===== config.mk =====
export PLATFORM = sky130hd
export DESIGN_NAME = nibble_serial_sub
export DESIGN_NICKNAME = d
export VERILOG_FILES = /design/src/rtl/nibble_serial_sub.sv
export SDC_FILE = /design/constraint.sdc
export NUM_CORES = 1
export LEC_CHECK = 0
export CAP_MARGIN = 20
export CORE_MARGIN = 4
export CORE_UTILIZATION = 54
export DETAILED_ROUTE_END_ITERATION = 7
export PLACE_DENSITY = 0.85
export SYNTH_ARGS = -nofsm -noshare
export SYNTH_HDL_FRONTEND = slang
export SYNTH_SLANG_ARGS = --single-unit

===== constraint.sdc =====
create_clock -name clk -period 5.19 [get_ports clk]
set_clock_uncertainty 0.2 [all_clocks]
set_input_delay 1.2975 -clock clk [delete_from_list [all_inputs] [get_ports clk]]
set_output_delay 1.2975 -clock clk [all_outputs]
set_load 0.01 [all_outputs]

===== src/rtl/nibble_serial_sub.sv =====
// Digit-serial subtractor: y = a - b, one DIGIT_W-bit digit per clock, LSB digit first.
// Optional condition flags (zf/sf/of) are built only when SUB_FLAGS_EN is defined.
module nibble_serial_sub #(
    parameter int WIDTH   = 64,
    parameter int DIGIT_W = 4
) (
    input  logic             clk,
    input  logic             rst,
    input  logic             start,
    input  logic [WIDTH-1:0] a,
    input  logic [WIDTH-1:0] b,
    output logic             busy,
    output logic             done,
    output logic [WIDTH-1:0] y,
    output logic             borrow_bit,
    output logic             zf,
    output logic             sf,
    output logic             of
);
    localparam int NDIG  = WIDTH / DIGIT_W;
    localparam int IDX_W = (NDIG > 1) ? $clog2(NDIG) : 1;

    typedef enum logic [1:0] {S_IDLE, S_RUN, S_DONE} state_t;

    state_t             state_q, state_d;
    logic [IDX_W-1:0]   idx_q, idx_d;
    logic               carry_q, carry_d;
    logic [WIDTH-1:0]   a_q, a_d;
    logic [WIDTH-1:0]   b_q, b_d;
    logic [WIDTH-1:0]   y_q, y_d;
    logic               borrow_q, borrow_d;
    logic [DIGIT_W:0]   digit_sum;
    logic               last_digit;

    logic [DIGIT_W-1:0] a_dig [NDIG];
    logic [DIGIT_W-1:0] b_dig [NDIG];

    for (genvar gi = 0; gi < NDIG; gi++) begin : g_digits
        assign a_dig[gi] = a_q[gi*DIGIT_W +: DIGIT_W];
        assign b_dig[gi] = b_q[gi*DIGIT_W +: DIGIT_W];
    end

    always_comb begin
        state_d    = state_q;
        idx_d      = idx_q;
        carry_d    = carry_q;
        a_d        = a_q;
        b_d        = b_q;
        y_d        = y_q;
        borrow_d   = borrow_q;
        // Subtraction as a + ~b + 1: the initial carry of 1 supplies the +1.
        digit_sum  = {1'b0, a_dig[idx_q]} + {1'b0, ~b_dig[idx_q]} + {{DIGIT_W{1'b0}}, carry_q};
        last_digit = (idx_q == IDX_W'(NDIG - 1));
        case (state_q)
            S_IDLE, S_DONE: begin
                state_d = S_IDLE;
                if (start) begin
                    a_d     = a;
                    b_d     = b;
                    idx_d   = '0;
                    carry_d = 1'b1;
                    state_d = S_RUN;
                end
            end
            S_RUN: begin
                y_d[int'(idx_q)*DIGIT_W +: DIGIT_W] = digit_sum[DIGIT_W-1:0];
                carry_d = digit_sum[DIGIT_W];
                if (last_digit) begin
                    borrow_d = ~digit_sum[DIGIT_W];
                    state_d  = S_DONE;
                end else begin
                    idx_d = idx_q + IDX_W'(1);
                end
            end
            default: state_d = S_IDLE;
        endcase
    end

    always_ff @(posedge clk) begin
        if (rst) begin
            state_q  <= S_IDLE;
            idx_q    <= '0;
            carry_q  <= 1'b0;
            a_q      <= '0;
            b_q      <= '0;
            y_q      <= '0;
            borrow_q <= 1'b0;
        end else begin
            state_q  <= state_d;
            idx_q    <= idx_d;
            carry_q  <= carry_d;
            a_q      <= a_d;
            b_q      <= b_d;
            y_q      <= y_d;
            borrow_q <= borrow_d;
        end
    end

`ifdef SUB_FLAGS_EN
    logic zf_q, sf_q, of_q;

    // Flags are captured from the completed y so they are valid alongside done.
    always_ff @(posedge clk) begin
        if (rst) begin
            zf_q <= 1'b0;
            sf_q <= 1'b0;
            of_q <= 1'b0;
        end else if (state_q == S_RUN && last_digit) begin
            zf_q <= (y_d == '0);
            sf_q <= y_d[WIDTH-1];
            of_q <= (a_q[WIDTH-1] != b_q[WIDTH-1]) && (y_d[WIDTH-1] != a_q[WIDTH-1]);
        end
    end

    assign zf = zf_q;
    assign sf = sf_q;
    assign of = of_q;
`else
    assign zf = 1'b0;
    assign sf = 1'b0;
    assign of = 1'b0;
`endif

    assign busy       = (state_q == S_RUN);
    assign done       = (state_q == S_DONE);
    assign y          = y_q;
    assign borrow_bit = borrow_q;

endmodule


==> results of run 1 <==
synth_stat cells (all sizes together), types with 4 or more instances:
cell type  instances  area share (%)
a31o               6            0.61
clkbuf            49             2.2
nand4             13            0.94
mux2i             22             2.6
and4               6            0.61
buf               28             2.0
o2111ai            5            0.80
o21ai             27             1.6
a22o               8            0.81
nand3             20             1.2
nor2              35             1.5
o211ai             4            0.35
dfxtp            200              46
o31ai              7            0.61
mux4              32             8.4
nor3b              4            0.52
nand2b             6            0.44
a221oi             5            0.65
inv                9            0.39
nor2b              4            0.29
ha                 6            0.87
nand2            275              12
a21oi            154             9.0
nor3              10            0.77
metal layers:
| metal | GRT usage (%) | vias to the layer above |
|---|---|---|
| met3 | 5.18 | 38 |
| li1 | - | 3707 |
| met2 | 43.9 | 336 |
| met1 | 33.3 | 3595 |
| met5 | 0 | - |
| met4 | 8.20 | 0 |
worst max-delay path by stage:
stage                     startpoint    end
after global placement      idx_q[0]  y[34]
after detailed placement    idx_q[0]  y[34]
final                       idx_q[0]  y[34]
after CTS                   idx_q[0]  y[34]
after global routing        idx_q[0]  y[34]
after floorplan             idx_q[0]  y[34]
flip-flops by register name (all words and copies together), names as in the netlist:
| signal | count |
|---|---|
| idx_q | 4 |
| carry_q | 1 |
| y | 64 |
| borrow_bit | 1 |
| b_q | 64 |
| state_q | 2 |
| a_q | 64 |
layout make-up:
cell class / instances / area (um2) / share of cell area (%)
Timing Repair Buffer: 210 / 2070 / 18.5
Inverter: 9 / 33.8 / 0.302
Clock buffer: 20 / 457 / 4.08
Tap cell: 211 / 264 / 2.36
Clock inverter: 12 / 143 / 1.27
Sequential cell: 200 / 4010 / 35.8
Multi-Input combinational cell: 694 / 4230 / 37.8
cell families (layout without fill, tap and decap cells):
logic type               after synthesis  after routing  synth area share, %
AO/OA/AOI/OAI                        226            226                 15.3
XOR/XNOR                               5              5                0.595
adder cells (fa/ha/maj)                8              8                 1.33
buffers and inverters                 87            251                 4.76
flip-flops                           200            200                 46.4
multiplexers                          54             54                 11.0
other                                  1              3               0.0435
AND/OR/NAND/NOR                      398            398                 20.5
worst max-delay path, delay by kind of cell, from the launching register on:
kind	cells	cell delay, ns
AND/OR/NAND/NOR	2	0.94
AO/OA/AOI/OAI	3	0.64
buffers and inverters	2	0.54
flip-flops	1	0.68
adder cells (fa/ha/maj)	1	0.46
multiplexers	1	0.54
XOR/XNOR	1	0.20
report_power, final:
part           switching (mW)  total [mW]  internal [mW]
clock                   0.594        1.34          0.744
sequential             0.0434        1.64           1.60
combinational           0.240       0.456          0.216
==> impl_metrics.xml, run 1 <==
<?xml version="1.0" encoding="UTF-8"?>
<metrics>
  <group name="pwr">
    <metric name="design_power_total" unit="mW">3.44</metric>
    <metric name="power_per_cell_area" unit="mW/mm2">307</metric>
    <metric name="power.leakage" unit="nW">4.14</metric>
    <metric name="irDropWorstVdd" unit="mV">0.253</metric>
  </group>
  <group name="global_routing">
    <metric name="grt.total_usage" unit="%">25.8</metric>
    <metric name="overflow" unit="">0</metric>
    <metric name="grt_pass1_wl" unit="mm">37.3</metric>
    <metric name="grt_start_max_net_pins" unit="">102</metric>
    <metric name="number_of_antenna_violations_at_the_first_check_in_global_routing" unit="">0</metric>
    <metric name="number_of_global_route_vias_before_repair" unit="">7292</metric>
  </group>
  <group name="placed_design">
    <metric name="dp.cells" unit="">1324</metric>
    <metric name="placedInstanceArea" unit="mm2">0.0106</metric>
    <metric name="post-dp-hpwl" unit="mm">16.9</metric>
    <metric name="pre_cts_slack" unit="ns">0.906</metric>
    <metric name="io_buffer_count" unit="">197</metric>
    <metric name="gpl.final_weighted_congestion" unit="">0.883</metric>
  </group>
  <group name="floorplan">
    <metric name="num_io_pins" unit="">201</metric>
    <metric name="number_of_rows_in_the_core_area" unit="">45</metric>
    <metric name="die_area" unit="mm2">0.0181</metric>
    <metric name="initial_core_util" unit="%">55.9</metric>
    <metric name="chipHeight" unit="um">134</metric>
    <metric name="core-area" unit="mm2">0.0154</metric>
    <metric name="dieWidth" unit="um">134</metric>
  </group>
  <group name="sta">
    <metric name="setup_total_negative_slack" unit="ns">0</metric>
    <metric name="final_hold_viol_count" unit="">0</metric>
    <metric name="rsz0062_at_grt" unit="">no</metric>
    <metric name="worstMarginPinSlew" unit="ns">0.965</metric>
    <metric name="min_period_over_period" unit="%">82.6</metric>
    <metric name="setup_slack" unit="ns">0.902</metric>
    <metric name="hold-worst-slack" unit="ns">0.254</metric>
    <metric name="finalMaxSlewViolations" unit="">0</metric>
    <metric name="max_slew_margin" unit="%">35.2</metric>
    <metric name="max_freq" unit="GHz">0.233</metric>
    <metric name="final_period_minus_worst_setup_slack" unit="ns">4.29</metric>
    <metric name="setup_viol" unit="">0</metric>
  </group>
  <group name="cells_and_area">
    <metric name="area_growth_syn_to_layout" unit="%">29.9</metric>
    <metric name="layout_common_cells" unit="">275 x sky130_fd_sc_hd__nand2_1, 198 x sky130_fd_sc_hd__dfxtp_1, 196 x sky130_fd_sc_hd__clkdlybuf4s50_1, 153 x sky130_fd_sc_hd__a21oi_1, 35 x sky130_fd_sc_hd__nor2_1</metric>
    <metric name="postLayoutCoreUtil" unit="%">72.6</metric>
    <metric name="antenna_cells_inserted" unit="">0</metric>
    <metric name="most_common_library_cell_in_the_layout_ignoring_fill_and_taps" unit="">sky130_fd_sc_hd__nand2_1</metric>
    <metric name="instances_no_fill" unit="">1356</metric>
    <metric name="stdcell_area" unit="mm2">0.0112</metric>
    <metric name="share_of_final_layout_standard_cells_stronger_than_drive_strength_1" unit="%">8.73</metric>
    <metric name="final_net_count" unit="">1271</metric>
    <metric name="num-fill-cells" unit="">1187</metric>
  </group>
  <group name="drt">
    <metric name="first_pass_iteration_count_of_the_detailed_router" unit="">5</metric>
    <metric name="route.detailed.wl_per_inst" unit="um">17.3</metric>
    <metric name="route.met2.wl" unit="mm">11.7</metric>
    <metric name="routed_wirelength" unit="mm">23.5</metric>
    <metric name="vias_per_cell" unit="">5.66</metric>
    <metric name="routedLengthMet1" unit="mm">9.52</metric>
    <metric name="dr.max_layer_used" unit="">met4</metric>
    <metric name="drt.antenna.violating_nets" unit="">0</metric>
    <metric name="drt_drc_violations_left" unit="">0</metric>
    <metric name="met3WireLength" unit="mm">1.77</metric>
    <metric name="iteration_0_drc_markers" unit="">640</metric>
    <metric name="detailroute.via_count" unit="">7676</metric>
  </group>
  <group name="clock_tree">
    <metric name="postCtsSetupRepairBufs" unit="">0</metric>
    <metric name="cts-htree-levels" unit="">4</metric>
    <metric name="cts_hold_fix_bufs" unit="">0</metric>
    <metric name="tritoncts_num_sinks" unit="">200</metric>
    <metric name="cts_tree" unit="">done</metric>
    <metric name="clk_root_buffer_cell" unit="">sky130_fd_sc_hd__clkbuf_16</metric>
    <metric name="tritoncts.num_buffers" unit="">17</metric>
    <metric name="clk_pin_slew_worst_paths" unit="ns">0.07</metric>
    <metric name="postCtsResizedCells" unit="">0</metric>
    <metric name="max-clock-path-buffers" unit="">2</metric>
    <metric name="clock_latency" unit="ns">0.44</metric>
  </group>
  <group name="outcome">
    <metric name="outcome" unit="">complete, no violations</metric>
  </group>
  <group name="synthesis">
    <metric name="syn-instance-count" unit="">979</metric>
    <metric name="synthesis.area" unit="mm2">0.00863</metric>
    <metric name="flip_flop_and_latch_count_after_synthesis" unit="">200</metric>
    <metric name="post_synth_num_cell_types" unit="">61</metric>
    <metric name="synthArstFlopShare" unit="%">0</metric>
    <metric name="syn_avg_cell_area" unit="um2">8.81</metric>
    <metric name="yosys_warnings" unit="">0</metric>
    <metric name="synth_enable_flop_cells" unit="">0</metric>
    <metric name="synth_sequential_area_ratio" unit="%">46.4</metric>
    <metric name="ys.flop_type" unit="">sky130_fd_sc_hd__dfxtp_1</metric>
  </group>
  <group name="hold_path">
    <metric name="startpoint_of_the_tightest_hold_check_path" unit="">a_q[60]</metric>
    <metric name="holdPathStages" unit="">2</metric>
    <metric name="hold_crit_class" unit="">register to register</metric>
    <metric name="holdPathEnd" unit="">a_q[60]</metric>
  </group>
  <group name="worst_setup_path">
    <metric name="timing.rr.end" unit="">y[34]</metric>
    <metric name="worst_path_largest_cell_delay" unit="ns">0.79</metric>
    <metric name="r2r_start" unit="">idx_q[0]</metric>
    <metric name="end_kind" unit="">register</metric>
    <metric name="cp.required" unit="ns">5.35</metric>
    <metric name="crit_path_max_fanout" unit="">18</metric>
    <metric name="timing.critical_path.slowest_stage_cell" unit="">sky130_fd_sc_hd__nor3_1</metric>
    <metric name="reg2reg_setup_slack" unit="ns">0.90</metric>
    <metric name="reg2reg_depth" unit="">10</metric>
    <metric name="criticalPathCategory" unit="">register to register</metric>
    <metric name="setup.worst_path.start_class" unit="">register</metric>
    <metric name="path_cells" unit="">buf_4 &gt; mux4_2 &gt; a22o_1 &gt; a221oi_2 &gt; inv_1 &gt; fa_1 &gt; xor2_1 &gt; nor3_1 &gt; nand2_1 &gt; o21ai_0</metric>
    <metric name="cp_data_arrival_time" unit="ns">4.45</metric>
  </group>
  <group name="job">
    <metric name="cap_violations" unit="">0</metric>
  </group>
</metrics>
Note: power is estimated with default switching activity, not from simulation.
==> run 2: changes to the inputs <==
CORE_UTILIZATION = 45   (was 54)
PLACE_DENSITY = 0.76   (was 0.85)
clock period = 3.7 ns   (was 5.19 ns; I/O delays follow)
==> impl_metrics.xml, run 2 (same netlist as run 1, synthesis figures left out) <==
<?xml version="1.0" encoding="UTF-8"?>
<metrics>
  <group name="sta">
    <metric name="max_freq" unit="GHz">0.279</metric>
    <metric name="final_hold_viol_count" unit="">0</metric>
    <metric name="final_period_minus_worst_setup_slack" unit="ns">3.59</metric>
    <metric name="finalMaxSlewViolations" unit="">0</metric>
    <metric name="setup_total_negative_slack" unit="ns">0</metric>
    <metric name="min_period_over_period" unit="%">96.9</metric>
    <metric name="rsz0062_at_grt" unit="">no</metric>
    <metric name="setup_viol" unit="">0</metric>
    <metric name="worstMarginPinSlew" unit="ns">0.959</metric>
    <metric name="max_slew_margin" unit="%">36.1</metric>
  </group>
  <group name="clock_tree">
    <metric name="clk_pin_slew_worst_paths" unit="ns">0.07</metric>
    <metric name="clk_root_buffer_cell" unit="">sky130_fd_sc_hd__clkbuf_16</metric>
    <metric name="tritoncts_num_sinks" unit="">200</metric>
    <metric name="clock_latency" unit="ns">0.44</metric>
    <metric name="max-clock-path-buffers" unit="">2</metric>
    <metric name="cts_hold_fix_bufs" unit="">0</metric>
    <metric name="cts-htree-levels" unit="">4</metric>
    <metric name="tritoncts.num_buffers" unit="">17</metric>
    <metric name="postCtsSetupRepairBufs" unit="">0</metric>
    <metric name="cts_tree" unit="">done</metric>
  </group>
  <group name="worst_setup_path">
    <metric name="cp_data_arrival_time" unit="ns">3.72</metric>
    <metric name="cp.required" unit="ns">3.83</metric>
    <metric name="criticalPathCategory" unit="">register to register</metric>
    <metric name="reg2reg_setup_slack" unit="ns">0.11</metric>
    <metric name="crit_path_max_fanout" unit="">20</metric>
    <metric name="setup.worst_path.start_class" unit="">register</metric>
    <metric name="end_kind" unit="">register</metric>
  </group>
  <group name="drt">
    <metric name="detailroute.via_count" unit="">7640</metric>
    <metric name="vias_per_cell" unit="">5.48</metric>
    <metric name="route.detailed.wl_per_inst" unit="um">16.9</metric>
    <metric name="drt.antenna.violating_nets" unit="">0</metric>
    <metric name="first_pass_iteration_count_of_the_detailed_router" unit="">5</metric>
    <metric name="drt_drc_violations_left" unit="">0</metric>
    <metric name="iteration_0_drc_markers" unit="">721</metric>
    <metric name="routed_wirelength" unit="mm">23.5</metric>
  </group>
  <group name="floorplan">
    <metric name="chipHeight" unit="um">146</metric>
    <metric name="dieWidth" unit="um">146</metric>
    <metric name="num_io_pins" unit="">201</metric>
    <metric name="die_area" unit="mm2">0.0215</metric>
    <metric name="initial_core_util" unit="%">46.0</metric>
    <metric name="core-area" unit="mm2">0.0188</metric>
    <metric name="number_of_rows_in_the_core_area" unit="">50</metric>
  </group>
  <group name="job">
    <metric name="cap_violations" unit="">0</metric>
  </group>
  <group name="pwr">
    <metric name="power_per_cell_area" unit="mW/mm2">425</metric>
    <metric name="irDropWorstVdd" unit="mV">0.340</metric>
    <metric name="power.leakage" unit="nW">4.22</metric>
  </group>
  <group name="cells_and_area">
    <metric name="share_of_final_layout_standard_cells_stronger_than_drive_strength_1" unit="%">9.74</metric>
    <metric name="final_net_count" unit="">1286</metric>
    <metric name="layout_common_cells" unit="">275 x sky130_fd_sc_hd__nand2_1, 198 x sky130_fd_sc_hd__dfxtp_1, 196 x sky130_fd_sc_hd__clkdlybuf4s50_1, 153 x sky130_fd_sc_hd__a21oi_1, 35 x sky130_fd_sc_hd__nor2_1</metric>
    <metric name="postLayoutCoreUtil" unit="%">60.6</metric>
    <metric name="most_common_library_cell_in_the_layout_ignoring_fill_and_taps" unit="">sky130_fd_sc_hd__nand2_1</metric>
    <metric name="antenna_cells_inserted" unit="">0</metric>
    <metric name="area_growth_syn_to_layout" unit="%">31.9</metric>
  </group>
  <group name="placed_design">
    <metric name="io_buffer_count" unit="">197</metric>
    <metric name="gpl.final_weighted_congestion" unit="">0.877</metric>
    <metric name="post-dp-hpwl" unit="mm">17.0</metric>
  </group>
  <group name="global_routing">
    <metric name="number_of_antenna_violations_at_the_first_check_in_global_routing" unit="">2</metric>
    <metric name="grt.total_usage" unit="%">21.5</metric>
    <metric name="grt_pass1_wl" unit="mm">37.7</metric>
    <metric name="overflow" unit="">0</metric>
    <metric name="grt_start_max_net_pins" unit="">188</metric>
    <metric name="number_of_global_route_vias_before_repair" unit="">7465</metric>
  </group>
  <group name="hold_path">
    <metric name="hold_crit_class" unit="">register to register</metric>
  </group>
  <group name="outcome">
    <metric name="outcome" unit="">complete, no violations</metric>
  </group>
</metrics>
-- run 2: cell count changes in the layout (fill, tap and decap cells not counted), sizes merged --
cell	previous run	this run
inv	12	10
buf	14	29
clkbuf	20	23
clkinvlp	2	1
-- run 2: area by class of cell --
class / instances / area, um2
clock buffers: 23 / 478
clock inverters: 9 / 116
fillers: 1633 / 7390
inverters: 9 / 33.8
multi-input cells: 694 / 4230
flip-flops and latches: 200 / 4010
well taps: 234 / 293
repair buffers: 225 / 2220
-- run 2: path summary, 6_finish.rpt --
check            from      to  cells past startpoint
max          idx_q[0]   y[30]                      9
min            a_q[9]  a_q[9]                      2
max reg2reg  idx_q[0]   y[30]                      9
min reg2reg    a_q[9]  a_q[9]                      2
-- run 2: layer usage --
| layer | vias up | GRT usage [%] | wire [um] |
|---|---|---|---|
| met5 | - | 0 | 27 |
| met4 | 4 | 6.26 | 383 |
| met3 | 35 | 4.87 | 1510 |
| met2 | 260 | 34.9 | 11100 |
| met1 | 3597 | 28.9 | 10400 |
| li1 | 3744 | - | - |
-- run 2: worst max-delay path, stage by stage, from the launching register on --
cell	delay [ns]
sky130_fd_sc_hd__dfxtp_2	0.41
sky130_fd_sc_hd__buf_12	0.22
sky130_fd_sc_hd__mux4_2	0.52
sky130_fd_sc_hd__a221o_1	0.35
sky130_fd_sc_hd__fa_1	0.42
sky130_fd_sc_hd__fa_1	0.45
sky130_fd_sc_hd__xor2_1	0.35
sky130_fd_sc_hd__nor2_1	0.14
sky130_fd_sc_hd__and4_1	0.20
sky130_fd_sc_hd__a31o_2	0.20
-- run 2: per-stage QoR --
| step | setup WS (ns) | hold slack (ns) | std cells | power [mW] | cell area, um2 |
|---|---|---|---|---|---|
| after global routing | 0.00970 | 0.275 | 1394 | 5.01 | 11400 |
| after detailed placement | 0.148 | 0.245 | 1362 | 3.01 | 10800 |
| after floorplan | 0.168 | 0.232 | 981 | 2.72 | 8630 |
| after CTS | 0.108 | 0.255 | 1394 | 4.85 | 11400 |
| after global placement | 0.184 | 0.238 | 1362 | 3.00 | 10800 |
| final | 0.113 | 0.252 | 1394 | 4.84 | 11400 |
-- run 2: where the power goes --
part	switching (mW)	total [mW]	internal [mW]
Sequential	0.0528	2.30	2.25
Combinational	0.345	0.663	0.318
Clock	0.821	1.88	1.06
-- run 2: timing repair --
item / 4_1_cts / 5_1_grt
gates resized for setup: 0 / 1
hold endpoints to repair: 0 / 0
endpoints found under the setup margin: 0 / 2
